### config.mk
export PLATFORM = sky130hd
export DESIGN_NAME = rs_mon
export DESIGN_NICKNAME = d
export VERILOG_FILES = /design/src/rtl/rs_mon.sv
export SDC_FILE = /design/constraint.sdc
export NUM_CORES = 1
export LEC_CHECK = 0
export ABC_AREA = 1
export ABC_CLOCK_PERIOD_IN_PS = 2800
export BUFFER_PORTS_ARGS = -buffer_cell sky130_fd_sc_hd__buf_2
export CAP_MARGIN = 40
export CORE_MARGIN = 4
export CORE_UTILIZATION = 54
export DETAILED_ROUTE_END_ITERATION = 6
export PLACE_DENSITY = 0.82
export SLEW_MARGIN = 20
export SYNTH_ARGS = -nofsm -noshare
export SYNTH_HDL_FRONTEND = slang
export SYNTH_SLANG_ARGS = --single-unit
### constraint.sdc
create_clock -name Cp -period 2.8 [get_ports Cp]
set_input_delay 0.56 -clock Cp [delete_from_list [all_inputs] [get_ports Cp]]
set_output_delay 0.56 -clock Cp [all_outputs]
set_load 0.01 [all_outputs]
### src/rtl/rs_mon.sv
// RS flip-flop monitor: synchronizes a Q/_Q pair, validates it, and
// reports state, edge pulses, a rise counter and sticky fault flags.
module rs_mon (
    input  logic       Cp,
    input  logic       _CLR,
    input  logic       Q,
    input  logic       _Q,
    input  logic       CntClr,
    output logic       Qs,
    output logic       Rise,
    output logic       Fall,
    output logic [3:0] Cnt,
    output logic       Ovf,
    output logic       Fault
);

    typedef enum logic [1:0] {
        LOW  = 2'd0,
        HIGH = 2'd1,
        BAD  = 2'd2
    } state_e;

    logic [1:0] s1_q;
    logic [1:0] s2_q;
    state_e     state_q;
    state_e     state_d;
    logic       inv_p_q;
    logic       inv_p_d;
    logic       bv_q;
    logic       bv_d;
    logic       qs_q;
    logic       qs_d;
    logic       rise_q;
    logic       rise_d;
    logic       fall_q;
    logic       fall_d;
    logic       fault_q;
    logic       fault_d;
    logic [3:0] cnt_q;
    logic [3:0] cnt_d;
    logic       ovf_q;
    logic       ovf_d;

    logic vh;
    logic vl;
    logic inv;

    assign vh  = (s2_q == 2'b10);
    assign vl  = (s2_q == 2'b01);
    assign inv = ~(vh | vl);

    always_ff @(posedge Cp) begin
        if (!_CLR) begin
            s1_q <= 2'b01;
            s2_q <= 2'b01;
        end else begin
            s1_q <= {Q, _Q};
            s2_q <= s1_q;
        end
    end

    always_ff @(posedge Cp) begin
        if (!_CLR) begin
            state_q <= LOW;
            inv_p_q <= 1'b0;
            bv_q    <= 1'b0;
        end else begin
            state_q <= state_d;
            inv_p_q <= inv_p_d;
            bv_q    <= bv_d;
        end
    end

    // bv_q marks one valid pair already seen while in BAD
    always_comb begin
        state_d = state_q;
        inv_p_d = inv;
        bv_d    = 1'b0;
        case (state_q)
            LOW: begin
                if (vh)
                    state_d = HIGH;
                else if (inv && inv_p_q)
                    state_d = BAD;
            end
            HIGH: begin
                if (vl)
                    state_d = LOW;
                else if (inv && inv_p_q)
                    state_d = BAD;
            end
            BAD: begin
                if (!inv) begin
                    if (bv_q)
                        state_d = vh ? HIGH : LOW;
                    else
                        bv_d = 1'b1;
                end
            end
            default: state_d = LOW;
        endcase
    end

    always_comb begin
        rise_d  = (state_q == LOW) && vh;
        fall_d  = (state_q == HIGH) && vl;
        fault_d = fault_q
                | ((state_q != BAD) && (state_d == BAD));
        qs_d    = qs_q;
        if (state_d == HIGH)
            qs_d = 1'b1;
        else if (state_d == LOW)
            qs_d = 1'b0;
    end

    always_comb begin
        cnt_d = cnt_q;
        ovf_d = ovf_q;
        if (rise_d) begin
            cnt_d = cnt_q + 4'd1;
            if (cnt_q == 4'hf)
                ovf_d = 1'b1;
        end
        if (CntClr) begin
            cnt_d = {3'b000, rise_d};
            ovf_d = 1'b0;
        end
    end

    always_ff @(posedge Cp) begin
        if (!_CLR) begin
            qs_q    <= 1'b0;
            rise_q  <= 1'b0;
            fall_q  <= 1'b0;
            fault_q <= 1'b0;
            cnt_q   <= 4'd0;
            ovf_q   <= 1'b0;
        end else begin
            qs_q    <= qs_d;
            rise_q  <= rise_d;
            fall_q  <= fall_d;
            fault_q <= fault_d;
            cnt_q   <= cnt_d;
            ovf_q   <= ovf_d;
        end
    end

    assign Qs    = qs_q;
    assign Rise  = rise_q;
    assign Fall  = fall_q;
    assign Cnt   = cnt_q;
    assign Ovf   = ovf_q;
    assign Fault = fault_q;

endmodule

==> run summary <==
Die height -> 44.2 um
TritonCTS clock tree -> done
DRC viols -> 0
Tmin final -> 1380 ps
Max-slew violations -> 0
Worst hold slack -> 413 ps
R2R setup slack -> 1500 ps
Largest net degree at the start of global routing -> 10
Post-synth cell types -> 19
Worst r2r src -> s2_q[0]$_SDFF_PN1_
Critical Path Sink -> Cnt[2]
LEAKAGE -> 0.417 nW
Dpl cell area -> 792 sq um
Total wire length -> 1.19 mm
Worst-path clk slew -> 90 ps
Final setup skew -> 4.47 ps
1st-pass router iterations -> 4
Vias in the first global route -> 485
Commonest register cell after synthesis -> dfxtp_1
Net Count, Synth -> 94
DIE AREA -> 1960 sq um
Vias -> 567
Final hold viol count -> 0
Reg area -> 340 sq um
Critical Path Fanout Max -> 4
DRT antenna net count -> 0
CP Buf/Inv Count -> 1
Commonest cells post-synth -> dfxtp_1 (17), inv_1 (13), nand2_1 (9)
Power Density -> 530 nW/um^2
DP Wirelength -> 970 um
Global-route wire length before repair -> 1.98 mm
Initial antenna violation count -> 0
Fill cells -> 95
Post-synth ARST share -> 0%
Place WS -> 1510 ps
Input/output buffers -> 13
Fin util -> 69.9%
RSZ-0062 raised after global routing -> no
Clock sinks -> 17
Avg WL per Cell -> 10.2 um
Post-synth top area share -> 48.0%
Final Setup Violations -> 0
Row cnt -> 12
Fin crit share -> 49.4%
Setup ws final -> 1420 ps
Netlist Area Pre-Place -> 709 sq um
CP cell instances -> buf_2
TritonCTS buffer count -> 3
Largest area contributor in the netlist -> dfxtp_1
Min-delay src -> s1_q[0]$_SDFF_PN1_
Slowest stage cell, crit path -> dfxtp_1
Post-cts gate resize count -> 0
Number of flops mapped to enable cells by yosys -> 0
Worst Setup Start Kind -> register
Yosys reg bits -> 17
Final net count -> 112
Delay-heaviest family, CP -> flip-flops
Area of the multi-input gates -> 303 sq um
Cells after synthesis -> 86
Core area -> 1170 sq um
Post-CTS Hold Buffers -> 0
# diodes -> 0
Crit-path max cell delay -> 390 ps
Latest clock arrival within the worst-skew pair -> 280 ps
CP Depth -> 1
Max-cap check violation count -> 0
Fin Setup TNS -> 0 ps
Worst VDD drop -> 337 uV
Avg Inst Size Synth -> 8.25 sq um
Initial Util -> 60.6%
Via density -> 4.85
Slew headroom -> 85.1%
CP Class -> reg2out
Crit path DAT -> 820 ps
Design area -> 818 sq um
R2r endpoint -> Qs$_SDFFE_PN0P_
Ys Warns -> 0
Sequential share of the synthesized area -> 48.0%
Grt ovf -> 0
Layout area overhead -> 15.3%
Initial DRC Count -> 8
Fmax -> 723 MHz
Total GRT Usage -> 13.8%
Setup Fix Bufs, Post-CTS -> 0
GPL Wtd Cong -> 0.746
R2R depth -> 8
Critical Path Source -> Cnt[2]$_SDFFE_PP0P_
Setup crit end kind -> primary output
Worst hold-check path type -> reg2reg
H-tree depth -> 1
CP required -> 2240 ps
Die width -> 44.2 um
Root Driver -> clkbuf_4
Layout cells sized above 1 -> 31.1%
Outcome -> finished clean
Synth area leaders -> dfxtp_1 (48%), inv_1 (6.9%), ha_1 (5.3%)
Worst Tran Pin Value -> 222 ps
CTS Buffer Depth -> 2
Top-count cell post-synth -> dfxtp_1
Worst hold stages -> 1
Io pins -> 14
-- flip-flops by register name (all words and copies together), names as in the netlist --
signal / cells
s1_q: 2
Fault: 1
Rise: 1
bv_q: 1
state_q: 2
Cnt: 4
Ovf: 1
inv_p_q: 1
Fall: 1
s2_q: 2
Qs: 1
-- power breakdown --
| part | switching (mW) | internal [mW] |
|---|---|---|
| registers | 0.00667 | 0.251 |
| clock network | 0.0702 | 0.0553 |
| logic | 0.0306 | 0.0196 |
| total | 0.107 | 0.326 |
-- cell usage in the layout (no fill, tap or decap), drive strengths merged --
cell,Yosys,routed
o21ai,5,5
nand2,13,13
or2,2,2
inv,17,17
nor2,12,12
a21oi,5,5
clkbuf,0,4
ha,3,3
dfxtp,17,17
nor3,4,4
nand3,7,7
o21a,1,1
buf,0,13
-- how the worst min path moves through the flow --
stage | endpoint
after global placement | s2_q[1]$_SDFF_PN0_
final | s2_q[0]$_SDFF_PN1_
after CTS | s2_q[0]$_SDFF_PN1_
after detailed placement | s2_q[0]$_SDFF_PN1_
after global routing | s2_q[0]$_SDFF_PN1_
after floorplan | s2_q[0]$_SDFF_PN1_
-- layout make-up --
| cell class | count | area share, % |
|---|---|---|
| sequential | 17 | 41.6 |
| multi-input combinational | 52 | 37.0 |
| inverter | 17 | 8.10 |
| timing repair buffer | 13 | 7.95 |
| clock buffer | 4 | 3.21 |
| tap | 14 | 2.14 |
-- through the flow --
step                      std cells  total power [mW]
final                           117             0.434
after global placement          113             0.312
after global routing            117             0.459
after detailed placement        113             0.314
after CTS                       117             0.441
after floorplan                  86             0.299
-- layer usage --
metal  wire, um  GRT usage (%)  share of wire (%)
met5          0              0                  0
met4         10           3.61               0.84
met3         98           6.91                8.2
met2        513           22.1                 43
met1        569           16.3                 48
-- logic make-up (layout without fill, tap and decap cells) --
family,Yosys count,after routing,synth area share (%)
flip-flops,17,17,48.0
buffers and inverters,17,34,9.35
AO/OA/AOI/OAI,11,11,8.64
adder cells (fa/ha/maj),3,3,5.29
AND/OR/NAND/NOR,38,38,28.7
Power figures use the tool's default switching activity.
